### config.mk
export PLATFORM = sky130hd
export DESIGN_NAME = uart_tx_buf
export DESIGN_NICKNAME = d
export VERILOG_FILES = /design/src/rtl/uart_tx_buf.sv
export SDC_FILE = /design/constraint.sdc
export NUM_CORES = 1
export LEC_CHECK = 0
export ABC_AREA = 0
export CORE_ASPECT_RATIO = 1.2
export CORE_MARGIN = 2
export CORE_UTILIZATION = 40
export CTS_BUF_LIST = sky130_fd_sc_hd__clkbuf_16
export DETAILED_ROUTE_END_ITERATION = 6
export DONT_BUFFER_PORTS = 1
export GPL_TIMING_DRIVEN = 0
export HOLD_SLACK_MARGIN = 0.12
export SYNTH_ARGS = -nofsm -noshare
export SYNTH_HDL_FRONTEND = slang
export SYNTH_SLANG_ARGS = --single-unit
### constraint.sdc
create_clock -name clk_uart -period 3.83 [get_ports clk_uart]
set_clock_uncertainty 0.1 [all_clocks]
set_input_delay 0.5745 -clock clk_uart [delete_from_list [all_inputs] [get_ports clk_uart]]
set_output_delay 0.5745 -clock clk_uart [all_outputs]
set_load 0.03 [all_outputs]
### src/rtl/uart_tx_buf.sv
// Buffered UART transmitter: rising-edge write strobe -> byte FIFO -> 8N1 serialiser.
// Defining UART_TX_PARITY_EN adds an even-parity bit (8E1 frames, 11 bits).
module uart_tx_buf #(
  parameter int FIFO_DEPTH = 4,
  parameter int OVERSAMPLE = 16
) (
  input  logic       clk_uart,
  input  logic       rst_n,
  input  logic       uart_wrsig,
  input  logic [7:0] uart_datain,
  output logic       tx,
  output logic       tx_idle,
  output logic       overflow
);

  localparam int PW = $clog2(FIFO_DEPTH);
  localparam int CW = PW + 1;
  localparam int TW = $clog2(OVERSAMPLE);
  localparam logic [CW-1:0] FULL_CNT  = CW'(FIFO_DEPTH);
  localparam logic [TW-1:0] TICK_LAST = TW'(OVERSAMPLE - 1);

  typedef enum logic [2:0] {
    S_IDLE,
    S_START,
    S_DATA,
`ifdef UART_TX_PARITY_EN
    S_PARITY,
`endif
    S_STOP
  } state_t;

  state_t          state_q, state_d;
  logic [TW-1:0]   tick_q, tick_d;
  logic [2:0]      bit_q, bit_d;
  logic [7:0]      shift_q, shift_d;
  logic            tx_q, tx_d;
  logic            wr_q;
  logic            ovf_q;
  logic [7:0]      fifo_q [FIFO_DEPTH];
  logic [PW-1:0]   wptr_q, rptr_q;
  logic [CW-1:0]   count_q;
`ifdef UART_TX_PARITY_EN
  logic            parity_q, parity_d;
`endif

  logic wr_req, fifo_full, fifo_empty, push, pop, tick_end;

  assign wr_req     = uart_wrsig & ~wr_q;
  assign fifo_full  = (count_q == FULL_CNT);
  assign fifo_empty = (count_q == '0);
  // A full FIFO rejects the write even when a pop frees a slot in the same cycle.
  assign push       = wr_req & ~fifo_full;
  assign tick_end   = (tick_q == TICK_LAST);

  always_ff @(posedge clk_uart or negedge rst_n) begin
    if (!rst_n) begin
      wr_q    <= 1'b0;
      ovf_q   <= 1'b0;
      wptr_q  <= '0;
      rptr_q  <= '0;
      count_q <= '0;
    end else begin
      wr_q  <= uart_wrsig;
      ovf_q <= wr_req & fifo_full;
      if (push) wptr_q <= wptr_q + PW'(1);
      if (pop)  rptr_q <= rptr_q + PW'(1);
      if (push && !pop) begin
        count_q <= count_q + CW'(1);
      end else if (pop && !push) begin
        count_q <= count_q - CW'(1);
      end
    end
  end

  always_ff @(posedge clk_uart) begin
    if (push) fifo_q[wptr_q] <= uart_datain;
  end

  always_ff @(posedge clk_uart or negedge rst_n) begin
    if (!rst_n) begin
      state_q  <= S_IDLE;
      tick_q   <= '0;
      bit_q    <= '0;
      shift_q  <= '0;
      tx_q     <= 1'b1;
`ifdef UART_TX_PARITY_EN
      parity_q <= 1'b0;
`endif
    end else begin
      state_q  <= state_d;
      tick_q   <= tick_d;
      bit_q    <= bit_d;
      shift_q  <= shift_d;
      tx_q     <= tx_d;
`ifdef UART_TX_PARITY_EN
      parity_q <= parity_d;
`endif
    end
  end

  always_comb begin
    state_d  = state_q;
    tick_d   = tick_q;
    bit_d    = bit_q;
    shift_d  = shift_q;
    pop      = 1'b0;
`ifdef UART_TX_PARITY_EN
    parity_d = parity_q;
`endif
    case (state_q)
      S_IDLE: begin
        if (!fifo_empty) begin
          pop      = 1'b1;
          shift_d  = fifo_q[rptr_q];
          tick_d   = '0;
          bit_d    = '0;
          state_d  = S_START;
`ifdef UART_TX_PARITY_EN
          parity_d = ^fifo_q[rptr_q];
`endif
        end
      end
      S_START: begin
        if (tick_end) begin
          tick_d  = '0;
          bit_d   = '0;
          state_d = S_DATA;
        end else begin
          tick_d = tick_q + TW'(1);
        end
      end
      S_DATA: begin
        if (tick_end) begin
          tick_d  = '0;
          shift_d = shift_q >> 1;
          if (bit_q == 3'd7) begin
`ifdef UART_TX_PARITY_EN
            state_d = S_PARITY;
`else
            state_d = S_STOP;
`endif
          end else begin
            bit_d = bit_q + 3'd1;
          end
        end else begin
          tick_d = tick_q + TW'(1);
        end
      end
`ifdef UART_TX_PARITY_EN
      S_PARITY: begin
        if (tick_end) begin
          tick_d  = '0;
          state_d = S_STOP;
        end else begin
          tick_d = tick_q + TW'(1);
        end
      end
`endif
      S_STOP: begin
        if (tick_end) begin
          tick_d  = '0;
          state_d = S_IDLE;
        end else begin
          tick_d = tick_q + TW'(1);
        end
      end
      default: state_d = S_IDLE;
    endcase

    // The line level is derived from the next state so tx stays a pure flop output.
    tx_d = 1'b1;
    case (state_d)
      S_START:  tx_d = 1'b0;
      S_DATA:   tx_d = shift_d[0];
`ifdef UART_TX_PARITY_EN
      S_PARITY: tx_d = parity_d;
`endif
      default:  tx_d = 1'b1;
    endcase
  end

  assign tx       = tx_q;
  assign tx_idle  = (state_q == S_IDLE) && fifo_empty;
  assign overflow = ovf_q;

endmodule

==> metrics <==
unrepaired setup endpoints after global routing=false; status=finished, final reports clean; CP startpoint kind=register; clock period minus worst slack=2620 ps; Vias per Instance=5.25; Synth Area in Simple Gates=11.3%; final net count=212; Clock H-tree levels=3; Syn Area/Cell=14.7 um2; Post-synth ARST share=46.7%; Critical-path top delay cell=or3_1; Post-synth EDFFs=32; Max Clk Rate=382 MHz; adder and majority gate portion of the synthesized area=4.55%; FP Rows=32; Chip Height=93.0 um; Clock Path Buffers=2; Die W=78.2 um; Critical path buffers and inverters=3; count of final setup violators=0; pin count of the biggest net entering global routing=29; P_sw=622 uW; crit-path max FO=10; Cell Area, Synth=2640 um2; die area=7270 um2; DR iter-0 viols=70; vias in the first global route=1624; Setup crit end kind=register; GRT Total Usage=14.7%; hold crit path type=input port to register; period utilization=68.3%; Post-Synth XOR/XNOR Area=1.99%; Setup CP Type=register to register; CTS tree=done; largest family of logic cells by synthesized area=simple AND/OR/NAND/NOR gates; global route overflow=0; Syn Nets=199; register bit total from synthesis=60; antenna violations before repair=0; sequential share of power=41.4%; gpl congestion=0.827; post-route ant nets=0; Post-Place Cells=264; Peak VDD IR=0.000416 V; clk_lat worst skew=320 ps; Num Clock Sinks=60; sequential fraction of the synthesis area=63.0%; arrival time worst endpoint=2760 ps; leakage=1.22 nW; relative slew slack=60.9%; post-route non-filler standard cell count=282; via count=1480; Worst Path Required=3980 ps; Internal=1.63 mW; Clock Power Share=37.4%; CTS buffer count=9; Yosys cell types=46; Initial Util=41.2%; max-cap violations=0; PwrDens=729 nW/um2; Buffers on Ports=0; DR WL/cell=16.4 um; Least-Margin Pin Slew=586 ps; Placed Area=2750 um2; multiplexer area fraction after synthesis=9.34%; Final Cell Area=3090 um2; post_cts resized=0; ys flop type=edfxtp_1; Final Hold Vio Count=0; crit-path cells=or3_1 -> and3_1 -> buf_2 -> inv_1 -> ha_1 -> inv_1 -> fa_1 -> xor2_1 -> nor2_1 -> xor2_1; slowest stage delay, CP=460 ps; # diodes=0; IO Pins=14; DRC viols=0; CTS clock-pin slew for the worst setup and hold paths=50 ps; Core ar.=6410 um2; Sw Ratio=27.6%; TNS Setup=0 ps; Layout Area Growth over Synthesis=17.2%; synth warn=0; Synth Area in Compound Gates=7.16%; max-slew violations=0; Setup Fix Bufs, Post-CTS=0; final WL=4610 um; fraction of layout cells with a size suffix above 1=22.3%; first-pass GRT wire length=7780 um; HPWL Detailed=3070 um; post-synthesis cell count=179; Hold Buf Count CTS=2; critical path's top delay family=simple AND/OR/NAND/NOR gates; combinational power share=21.2%; root buffer cell=clkbuf_16; DRT Pass-1 Iters=4
-- Yosys cell counts (4+ instances only) --
cell      number  area (um2)
a221o_1        6        60.1
and2_0         6        37.5
and2_1         5        31.3
and3_1         5        31.3
buf_2          5        25.0
dfrtp_1       27         676
edfxtp_1      32         961
ha_1           8         100
inv_1          5        18.8
mux4_2         8         180
nand2_1        8        30.0
nor2_1         9        33.8
o21ai_0        4        20.0
xnor2_1        4        35.0
-- final cells by class --
type,count,area [um2]
Multi-Input combinational cell,105,911
Tap cell,85,106
Buffer,8,43.8
Fill cell,560,3310
Inverter,6,22.5
Clock inverter,7,92.6
Sequential cell,60,1660
Timing Repair Buffer,2,30.0
Clock buffer,9,225
-- worst reg2reg max path: stages, from the launching register on --
cell and delay, ps:
dfrtp_1 450, or3_1 460, and3_1 200, buf_2 170, inv_1 100, ha_1 180, inv_1 60, fa_1 380
xor2_1 160, nor2_1 120, xor2_1 160
-- sequential cells by signal (all words and copies together) (netlist names), 2 cells and up --
register  cells
fifo_q       32
shift_q       8
tick_q        4
bit_q         3
count_q       3
state_q       3
rptr_q        2
wptr_q        2
-- final timing paths --
kind	startpoint	end	slack, ps	cells past startpoint
worst min register to register	wr_q	overflow	400	2
worst min-delay path	uart_wrsig	wr_q	180	0
worst max register to register	count_q[0]	count_q[2]	1210	10
max in group asynchronous	rst_n	tx	2820	2
worst max-delay path	count_q[0]	count_q[2]	1210	10
min in group asynchronous	rst_n	tick_q[1]	580	2
-- per-stage QoR --
step | hold WS [ps] | utilization (%) | worst slack [ps] | total power, mW
after floorplan | 179 | - | 1450 | 1.30
after global placement | 180 | 42.9 | 1290 | 1.38
after detailed placement | 180 | 42.9 | 1180 | 1.42
after CTS | 167 | 48.3 | 1170 | 2.29
after global routing | 163 | 48.3 | 970 | 2.38
final | 177 | 48.3 | 1210 | 2.26
-- power by group through the flow --
| stage | combinational (mW) | sequential (mW) | clock (mW) |
|---|---|---|---|
| final | 0.478 | 0.934 | 0.845 |
| after global routing | 0.536 | 0.952 | 0.895 |
| after CTS | 0.490 | 0.935 | 0.864 |
| after detailed placement | 0.478 | 0.944 | 0 |
| after global placement | 0.448 | 0.931 | 0 |
| after floorplan | 0.384 | 0.913 | 0 |
-- placed cells by master, fill, tap and decap left out, drive strengths merged, types with 2 or more instances in the layout --
| cell type | count |
|---|---|
| buf | 8 |
| a221o | 6 |
| and2 | 11 |
| clkinv | 2 |
| dfrtp | 27 |
| mux4 | 8 |
| clkbuf | 10 |
| a21oi | 3 |
| clkinvlp | 2 |
| nor2 | 10 |
| inv | 7 |
| nand2b | 2 |
| ha | 8 |
| xnor2 | 4 |
| nand3 | 4 |
| nand2 | 8 |
| xor2 | 2 |
| mux2 | 4 |
| edfxtp | 32 |
| and4 | 2 |
| a22o | 2 |
| o21ai | 4 |
| nor4 | 3 |
| bufinv | 2 |
| or3 | 3 |
| and3 | 6 |
| nor3 | 2 |
-- per-layer routing --
metal	GRT usage [%]	share of wire, %
met5	0	0
met4	6.73	1.8
met3	6.18	4.9
met2	25.4	52
met1	15.5	41
-- cell families after synthesis --
group,after synthesis
buffers and inverters,14
AOI/OAI and AO/OA,23
muxes,13
xor gates and xnor gates,6
adders and majority gates,9
other,1
and+or+nand+nor,53
DFF,60
No activity file was read; power rests on OpenSTA's default activity.
